===== src/rtl/bin2bcd_iter_if.sv =====
// Request/result bundle for the iterative binary-to-BCD converter.
// Optional sign output is present only when BIN2BCD_SIGNED_EN is defined.
//
// Handshake: the master raises start with bin_in valid; the converter takes it
// on a rising clk edge only while not busy (IDLE or DONE). No ready signal is
// returned: busy high means start is being ignored. done is a one-cycle pulse
// and bcd_out/overflow(/sign) stay valid from that pulse until the next one.
interface bin2bcd_iter_if #(
  parameter int WIDTH  = 14,
  parameter int DIGITS = 4
);
  logic                  start;
  logic [WIDTH-1:0]      bin_in;
  logic                  busy;
  logic                  done;
  logic [4*DIGITS-1:0]   bcd_out;
  logic                  overflow;
`ifdef BIN2BCD_SIGNED_EN
  logic                  sign;
`endif
  logic [1:0]            state_dbg;

`ifdef BIN2BCD_SIGNED_EN
  modport master (output start, bin_in,
                  input  busy, done, bcd_out, overflow, sign, state_dbg);
  modport slave  (input  start, bin_in,
                  output busy, done, bcd_out, overflow, sign, state_dbg);
`else
  modport master (output start, bin_in,
                  input  busy, done, bcd_out, overflow, state_dbg);
  modport slave  (input  start, bin_in,
                  output busy, done, bcd_out, overflow, state_dbg);
`endif
endinterface


===== src/rtl/bin2bcd_iter.sv =====
// Iterative double-dabble binary-to-BCD converter, one operand bit per clock.
// Define BIN2BCD_SIGNED_EN to treat bin_in as two's complement and add a sign output.
module bin2bcd_iter #(
  parameter int WIDTH  = 14,
  parameter int DIGITS = 4
) (
  input  logic             clk,
  input  logic             rst,
  bin2bcd_iter_if.slave    bus
);

  localparam int CW = $clog2(WIDTH + 1);
  localparam int SW = 4 * DIGITS;

  typedef enum logic [1:0] {
    IDLE  = 2'd0,
    SHIFT = 2'd1,
    DONE  = 2'd2
  } state_e;

  state_e           state_q, state_d;
  logic [CW-1:0]    cnt_q, cnt_d;
  logic [WIDTH-1:0] opnd_q, opnd_d;
  logic [SW-1:0]    scr_q, scr_d;
  logic             ovf_stk_q, ovf_stk_d;
  logic [SW-1:0]    bcd_q, bcd_d;
  logic             ovf_q, ovf_d;

  logic [SW-1:0]    scr_adj;
  logic [SW-1:0]    scr_shift;
  logic             ovf_shift;
  logic [WIDTH-1:0] load_val;

`ifdef BIN2BCD_SIGNED_EN
  logic             sgn_lat_q, sgn_lat_d;
  logic             sign_q, sign_d;

  // Negating the most negative value wraps to itself, which read as unsigned
  // is exactly its magnitude.
  always_comb begin
    load_val = bus.bin_in;
    if (bus.bin_in[WIDTH-1]) begin
      load_val = ~bus.bin_in + WIDTH'(1);
    end
  end
`else
  always_comb begin
    load_val = bus.bin_in;
  end
`endif

  // Per-digit +3 correction, then the chain shift with the operand MSB entering.
  always_comb begin
    scr_adj = scr_q;
    for (int i = 0; i < DIGITS; i++) begin
      if (scr_q[4*i +: 4] >= 4'd5) begin
        scr_adj[4*i +: 4] = scr_q[4*i +: 4] + 4'd3;
      end
    end
    scr_shift = {scr_adj[SW-2:0], opnd_q[WIDTH-1]};
    ovf_shift = ovf_stk_q | scr_adj[SW-1];
  end

  always_comb begin
    state_d   = state_q;
    cnt_d     = cnt_q;
    opnd_d    = opnd_q;
    scr_d     = scr_q;
    ovf_stk_d = ovf_stk_q;
    bcd_d     = bcd_q;
    ovf_d     = ovf_q;
`ifdef BIN2BCD_SIGNED_EN
    sgn_lat_d = sgn_lat_q;
    sign_d    = sign_q;
`endif

    case (state_q)
      IDLE, DONE: begin
        if (bus.start) begin
          state_d   = SHIFT;
          cnt_d     = CW'(WIDTH);
          opnd_d    = load_val;
          scr_d     = '0;
          ovf_stk_d = 1'b0;
`ifdef BIN2BCD_SIGNED_EN
          sgn_lat_d = bus.bin_in[WIDTH-1];
`endif
        end else begin
          state_d = IDLE;
        end
      end

      SHIFT: begin
        scr_d     = scr_shift;
        ovf_stk_d = ovf_shift;
        opnd_d    = opnd_q << 1;
        cnt_d     = cnt_q - CW'(1);
        // Result registers are loaded from the final iteration's values on
        // the same edge that enters DONE, so they never show partial data.
        if (cnt_q == CW'(1)) begin
          state_d = DONE;
          bcd_d   = scr_shift;
          ovf_d   = ovf_shift;
`ifdef BIN2BCD_SIGNED_EN
          sign_d  = sgn_lat_q;
`endif
        end
      end

      default: begin
        state_d = IDLE;
      end
    endcase
  end

  always_ff @(posedge clk or posedge rst) begin
    if (rst) begin
      state_q   <= IDLE;
      cnt_q     <= '0;
      opnd_q    <= '0;
      scr_q     <= '0;
      ovf_stk_q <= 1'b0;
      bcd_q     <= '0;
      ovf_q     <= 1'b0;
    end else begin
      state_q   <= state_d;
      cnt_q     <= cnt_d;
      opnd_q    <= opnd_d;
      scr_q     <= scr_d;
      ovf_stk_q <= ovf_stk_d;
      bcd_q     <= bcd_d;
      ovf_q     <= ovf_d;
    end
  end

`ifdef BIN2BCD_SIGNED_EN
  always_ff @(posedge clk or posedge rst) begin
    if (rst) begin
      sgn_lat_q <= 1'b0;
      sign_q    <= 1'b0;
    end else begin
      sgn_lat_q <= sgn_lat_d;
      sign_q    <= sign_d;
    end
  end

  assign bus.sign = sign_q;
`endif

  assign bus.busy      = (state_q == SHIFT);
  assign bus.done      = (state_q == DONE);
  assign bus.bcd_out   = bcd_q;
  assign bus.overflow  = ovf_q;
  assign bus.state_dbg = state_q;

endmodule


===== src/flat_wrapper.sv =====
// flat-port wrapper written by rule: the top's interface ports become plain ports
module bin2bcd_iter_flat 
#(
  parameter int WIDTH  = 14,
  parameter int DIGITS = 4
)
  (clk, rst, bus_start, bus_bin_in, bus_busy, bus_done, bus_bcd_out, bus_overflow, bus_state_dbg);
  bin2bcd_iter_if #(.WIDTH(WIDTH), .DIGITS(DIGITS)) bus_i ();
  input  logic clk;
  input  logic rst;
  input wire logic [$bits(bus_i.start)-1:0] bus_start;
  input wire logic [$bits(bus_i.bin_in)-1:0] bus_bin_in;
  output wire logic [$bits(bus_i.busy)-1:0] bus_busy;
  output wire logic [$bits(bus_i.done)-1:0] bus_done;
  output wire logic [$bits(bus_i.bcd_out)-1:0] bus_bcd_out;
  output wire logic [$bits(bus_i.overflow)-1:0] bus_overflow;
  output wire logic [$bits(bus_i.state_dbg)-1:0] bus_state_dbg;
  assign bus_i.start = bus_start;
  assign bus_i.bin_in = bus_bin_in;
  assign bus_busy = bus_i.busy;
  assign bus_done = bus_i.done;
  assign bus_bcd_out = bus_i.bcd_out;
  assign bus_overflow = bus_i.overflow;
  assign bus_state_dbg = bus_i.state_dbg;
  bin2bcd_iter #(.WIDTH(WIDTH), .DIGITS(DIGITS)) u_core (.clk(clk), .rst(rst), .bus(bus_i));
endmodule

===== config.mk =====
export PLATFORM = sky130hd
export DESIGN_NAME = bin2bcd_iter_flat
export DESIGN_NICKNAME = d
export VERILOG_FILES = /design/src/rtl/bin2bcd_iter_if.sv /design/src/rtl/bin2bcd_iter.sv /design/src/flat_wrapper.sv
export SDC_FILE = /design/constraint.sdc
export NUM_CORES = 1
export LEC_CHECK = 0
export BUFFER_PORTS_ARGS = -buffer_cell sky130_fd_sc_hd__buf_2
export CAP_MARGIN = 20
export CORE_MARGIN = 2
export CORE_UTILIZATION = 32
export CTS_CLUSTER_DIAMETER = 150
export DETAILED_ROUTE_END_ITERATION = 16
export MAX_ROUTING_LAYER = met4
export PLACE_DENSITY = 0.52
export SLEW_MARGIN = 20
export SYNTH_ARGS = -nofsm -noshare
export SYNTH_HDL_FRONTEND = slang
export SYNTH_SLANG_ARGS = --single-unit

===== constraint.sdc =====
create_clock -name clk -period 3.3 [get_ports clk]
set_clock_uncertainty 0.2 [all_clocks]
set_input_delay 0.33 -clock clk [delete_from_list [all_inputs] [get_ports clk]]
set_output_delay 0.33 -clock clk [all_outputs]
set_load 0.02 [all_outputs]

## After elaboration in Yosys (flattened, before gate mapping)

Cells that the tools add are included.

- Bits in registers: 54
- Bits of input ports: 17
- Memories kept: 0
- Logic and storage cells: 42
- Bits in latches: 0
- RAM bits: 0
- ROM bits: 0

- Shift operators: 0
- Muxes and demuxes: 15
- Divide/modulo/power cells: 0
- $mul: 0
- Order comparisons: 4
- Add/subtract/negate cells: 5
- Equality and inequality tests: 5
- Reductions and logical operators: 5
- Bitwise operators: 1

Operator list:

| cell | count |
|---|---|
| 16-bit one-hot mux with 2 select lines | 1 |
| 14-bit one-hot mux with 2 select lines | 1 |
| 4-bit two-way mux | 5 |
| 4-bit by 2-bit adder with 4-bit output, second input constant | 4 |
| 4-bit by 3-bit >= comparator with 1-bit output, second input constant | 4 |
| 16-bit two-way mux | 1 |
| 14-bit two-way mux | 1 |
| 4-bit one-hot mux with 2 select lines | 1 |
| 4-bit by 1-bit == test with 1-bit output, second input constant | 1 |
| 2-bit one-hot mux with 2 select lines | 1 |
| 2-bit AND reduction | 2 |
| 4-bit by 1-bit subtractor with 4-bit output, second input constant | 1 |
| 2-bit by 1-bit == test with 1-bit output, second input constant | 1 |
| 2-bit == test, second input constant | 1 |
| 2-bit logical NOT | 1 |
| 1-bit two-way mux | 2 |
| 2-bit two-way mux | 1 |
| 2-bit by 1-bit inequality test with 1-bit output, second input constant | 1 |
| 2-bit inequality test, second input constant | 1 |
| 1-bit one-hot mux with 2 select lines | 1 |
| 2-bit nonzero test | 1 |
| 2-bit OR reduction | 1 |
| 1-bit bitwise OR | 1 |

## Logic depth before layout (Yosys ltp)

- Word-level depth: 4
- Mapped depth: 8
- Mapped depth without buffers: 7

## Worst setup path after synthesis

Ideal clock, no wire load.

- Kind: flip-flop to flip-flop
- Start: register u_core.cnt_q[1]
- End: register u_core.bcd_q[10], in the netlist u_core.bus.bcd_out[10]
- Path slack: 1.615 ns
- Data arrival time: 1.360 ns
- Stages on the path, launching flop included: 8
- Library setup time: 0.125 ns
- Cell sequence: dfrtp_1 > inv_1 > ha_1 > nor3b_2 > nand2_2 > inv_2 > buf_6 > mux2_4

- Word-level cells in the longest chain between the ends: 2

RTL lines:

| element | line | source |
|---|---|---|
| start: declaration | bin2bcd_iter.sv:22 | `logic [CW-1:0] cnt_q, cnt_d;` |
| start signal: assignment | bin2bcd_iter.sv:127 | `cnt_q <= cnt_d;` |
| 4-bit by 1-bit == test with 1-bit output | bin2bcd_iter.sv:100 | `if (cnt_q == CW'(1)) begin` |
| 2-bit AND reduction (no source line) | n/a |  |
| end signal: assignment | bin2bcd_iter.sv:123 | `bcd_q <= '0;` |
| end signal: assignment | bin2bcd_iter.sv:131 | `bcd_q <= bcd_d;` |
| end: declaration | bin2bcd_iter.sv:26 | `logic [SW-1:0] bcd_q, bcd_d;` |

Every way passes these cells.
A chain may end at the register's enable or synchronous reset.

## Final worst setup path

- Start: register u_core.state_q[1], in the netlist u_core.bus.state_dbg[1]
- End: output port bus_busy

- Word-level cells in the longest chain between the ends: 1

RTL lines:

| element | line | source |
|---|---|---|
| start: declaration | bin2bcd_iter.sv:21 | `state_e state_q, state_d;` |
| start signal: assignment | bin2bcd_iter.sv:126 | `state_q <= state_d;` |
| 2-bit by 1-bit == test with 1-bit output | bin2bcd_iter.sv:150 | `assign bus.busy = (state_q == SHIFT);` |
| end: declaration | flat_wrapper.sv:13 | `output wire logic [$bits(bus_i.busy)-1:0] bus_busy;` |

Every way passes these cells.

==> qor.csv <==
stage,metric,value,unit
sta,max_freq,424,MHz
cts,cts_root_buf,clkbuf_8,
critical_path,critical_path.slowest_cell,dfrtp_1,
run,max-cap-violations,0,
global_route,global_route_wire_length_before_repair,8.88,mm
layout,antenna_cells_inserted,0,
cts,post_cts_buffers,0,
global_route,grt.total_usage,13.4,%
global_route,grt.busiest_layer,met1,
placed_design,port_buffers,37,
yosys,synthMuxAreaShare,6.19,%
global_route,antenna_found_initial,0,
power_and_ir_drop,totalPowerFinal,3080,µW
sta,holdWs,0.0124,ns
critical_path,cpPeakStageDelay,0.39,ns
cts,worst_setup_hold_path_clk_slew,0.09,ns
cts,tritoncts,done,
power_and_ir_drop,maximum_vdd_drop,0.395,mV
floorplanning,floorplan.initialDensity,32.9,%
cts,clock_sink_count,54,
placed_design,dp_hpwl,3.68,mm
power_and_ir_drop,power_density,1050,mW/mm²
critical_path,critical-path-top-delay-family,buffers and inverters,
layout,area_growth,16.1,%
floorplanning,pin_count,38,
yosys,yosys.area_share.simple,12.3,%
yosys,number_of_enable_type_register_cells_in_the_synthesized_netlist,0,
critical_path,maximum_fanout_along_the_worst_path,21,
cts,worst_skew_pair.late_latency,0.31,ns
yosys,postSynthRegisterBits,54,
cts,max-clock-path-buffers,2,
yosys,synth_top_family_by_area,compound AO/OA/AOI/OAI gates,
sta,tightest_slew,0.691,ns
drt,routed_wirelength,5.30,mm
power_and_ir_drop,sequentialPowerShare,39.5,%
placed_design,numPlacedInstances,365,
sta,unrepaired_setup_endpoints_after_global_routing,no,
floorplanning,rows,32,
yosys,synth_compound_area_share,17.5,%
critical_path,worst_ep_required_time,2.77,ns
sta,slew_headroom,53.9,%
cts,cts_buffers,5,
critical_path,crit_path_start_kind,register,
drt,firstDrtPassIters,4,
power_and_ir_drop,clkPwrFrac,14.3,%
floorplanning,die_x,92.9,µm
critical_path,worst_ep_arrival_time,1.83,ns
critical_path,critical_path.cell_chain,nand2b_2 > inv_2 > buf_4 > buf_2,
critical_path,critPathBufInv,3,
critical_path,worst-setup-path-type,reg -> out,
cts,cts-resized-gates,0,
cts,h_tree_depth,2,
yosys,synth.cell_area,0.00253,mm²
global_route,globalRouteMet3Util,2.44,%
sta,period_needed,2.36,ns
power_and_ir_drop,combPwrFrac,46.3,%
floorplanning,floorplan.die_area,0.00862,mm²
drt,vias,1800,
sta,post-route-period-util,71.5,%
layout,nets,297,
global_route,remaining_overflow_grt,0,
yosys,post_synth.cell_area_avg,11.0,µm²
global_route,global_route.usage.met1,19.5,%
global_route,grt_use_met2,19.1,%
sta,final-hold-violation-count,0,
power_and_ir_drop,power.switching_fraction,41.0,%
layout,layoutNonFillerInstCount,373,
power_and_ir_drop,cell_internal_pwr,1820,µW
yosys,synth-main-ff-cell,dfrtp_1,
status,outcome,finished clean,
placed_design,finalWeightedCongestion,0.718,
sta,final_max_slew_viol_count,0,
sta,final-setup-viol-count,0,
yosys,ys_warn_count,0,
yosys,synth_cell_types,33,
worst_hold_path,path_type_of_the_worst_min_delay_path,in -> async,
layout,drive_gt1_share,25.1,%
drt,drt_drc_violations_left,0,
yosys,async_reset_ff_share,100,%
global_route,grt_start_max_net_pins,55,
global_route,first_global_vias,1732,
yosys,synthXorXnorAreaFrac,1.73,%
power_and_ir_drop,power.net_switching,1260,µW
yosys,synth_sequential_area_ratio,53.5,%
cts,cts-hold-fix-buffers,0,
drt,postRouteAntennaNets,0,
drt,drt-vias-per-instance,4.83,
sta,final.setup.tns,0,ns
drt,post_drt_wl_per_cell,14.2,µm
yosys,synth_cells,230,
floorplanning,die-height,92.9,µm
floorplanning,coreArea,0.00769,mm²
drt,dr.first_iter.drc_count,64,
critical_path,cp-end-kind,output port,
yosys,post_synth_fa_ha_maj_area_fraction,4.95,%
power_and_ir_drop,power.static_leakage,0.00141,µW
yosys,postSynthNetCount,257,
-- cells in the final DEF (no fill, tap or decap), types with 2 or more instances in the layout --
master / instances
a22o_1: 9
o31ai_1: 4
a21oi_1: 9
clkbuf_8: 5
inv_1: 10
buf_2: 37
ha_1: 10
dfrtp_1: 54
a21oi_2: 4
a22oi_1: 14
mux2i_1: 4
o22ai_1: 3
xnor2_1: 5
mux2_4: 7
clkbuf_1: 2
nor3b_1: 8
inv_2: 3
a32o_1: 4
buf_4: 5
nand2b_1: 5
o21ai_0: 16
nand2_1: 41
-- Yosys cell counts (2+ instances only) --
| cell | number | share of area (%) |
|---|---|---|
| a22oi_1 | 14 | 4.2 |
| mux2i_1 | 4 | 1.6 |
| ha_1 | 10 | 5.0 |
| a32o_1 | 4 | 1.6 |
| mux2_4 | 7 | 4.2 |
| o21ai_0 | 16 | 3.2 |
| nand2_1 | 41 | 6.1 |
| buf_2 | 4 | 0.79 |
| o22ai_1 | 3 | 0.74 |
| o31ai_1 | 4 | 1.2 |
| inv_1 | 11 | 1.6 |
| clkbuf_1 | 3 | 0.45 |
| a21oi_2 | 4 | 1.4 |
| nor3b_1 | 8 | 2.4 |
| a22o_1 | 9 | 3.1 |
| nand2b_1 | 5 | 1.2 |
| xnor2_1 | 5 | 1.7 |
| a21oi_1 | 9 | 1.8 |
| dfrtp_1 | 54 | 53 |
| inv_2 | 2 | 0.30 |
-- power groups by stage --
stage	clock network [µW]	registers (µW)	logic (µW)
finish	440	1210	1420
global route	477	1270	1590
CTS	454	1220	1450
detailed placement	0	1230	1440
global placement	0	1230	1420
floorplan	0	1310	962
-- sequential cells by signal, summed over array words and instances, names as in the netlist --
| name | count |
|---|---|
| u_core.cnt_q | 4 |
| u_core.bus.bcd_out | 16 |
| u_core.ovf_stk_q | 1 |
| u_core.bus.state_dbg | 2 |
| u_core.scr_q | 16 |
| u_core.bus.overflow | 1 |
| u_core.opnd_q | 14 |
-- logic make-up (layout without fill, tap and decap cells) --
group | count (synthesis) | after routing
DFF | 54 | 54
xor gates and xnor gates | 5 | 5
muxes | 12 | 12
buffers and inverters | 22 | 63
AOI/OAI and AO/OA | 64 | 64
adders and majority gates | 10 | 10
and+or+nand+nor | 63 | 63
-- through the flow --
step / cell area [µm²] / util [%] / worst slack [ns]
floorplan: 2530 / - / 1.46
global placement: 2830 / 36.8 / 1.06
detailed placement: 2830 / 36.8 / 1.02
CTS: 2930 / 38.2 / 0.919
global route: 2930 / 38.2 / 0.825
finish: 2930 / 38.2 / 0.942
-- final cells by class --
class	instances	area [µm²]
Timing Repair Buffer	42	223
Clock buffer	7	76.3
Inverter	13	48.8
Sequential cell	54	1350
Multi-Input combinational cell	154	1080
Clock inverter	1	30.0
Tap cell	102	128
Fill cell	776	4750
-- routing by layer --
| metal | vias to the layer above | wire [µm] | part of all wire (%) |
|---|---|---|---|
| li1 | 893 | - | - |
| met1 | 866 | 2790 | 53 |
| met2 | 35 | 2280 | 43 |
| met3 | 6 | 185 | 3.5 |
| met4 | 0 | 40 | 0.76 |
| met5 | - | 0 | 0 |
-- worst paths after layout --
path	endpoint	start	depth (start not counted)	slack (ns)
setup / recovery	bus_busy	u_core.bus.state_dbg[1]$_DFFE_PP0P_	4	0.94
hold / removal	u_core.opnd_q[12]$_DFFE_PP0P_	rst	3	0.01
setup reg to reg	u_core.bus.bcd_out[9]$_DFFE_PP0P_	u_core.bus.state_dbg[1]$_DFFE_PP0P_	6	1.01
hold reg to reg	u_core.bus.bcd_out[0]$_DFFE_PP0P_	u_core.bus.bcd_out[0]$_DFFE_PP0P_	2	0.28
max in group asynchronous	u_core.scr_q[3]$_DFFE_PP0P_	rst	3	2.44
min in group clk	u_core.opnd_q[7]$_DFFE_PP0P_	bus_bin_in[7]	3	0.04
-- tightest hold or removal path, stage by stage --
cell and delay (ns):
buf_2 0.10, inv_2 0.03, buf_4 0.55
(Power assumes the default switching activity.)
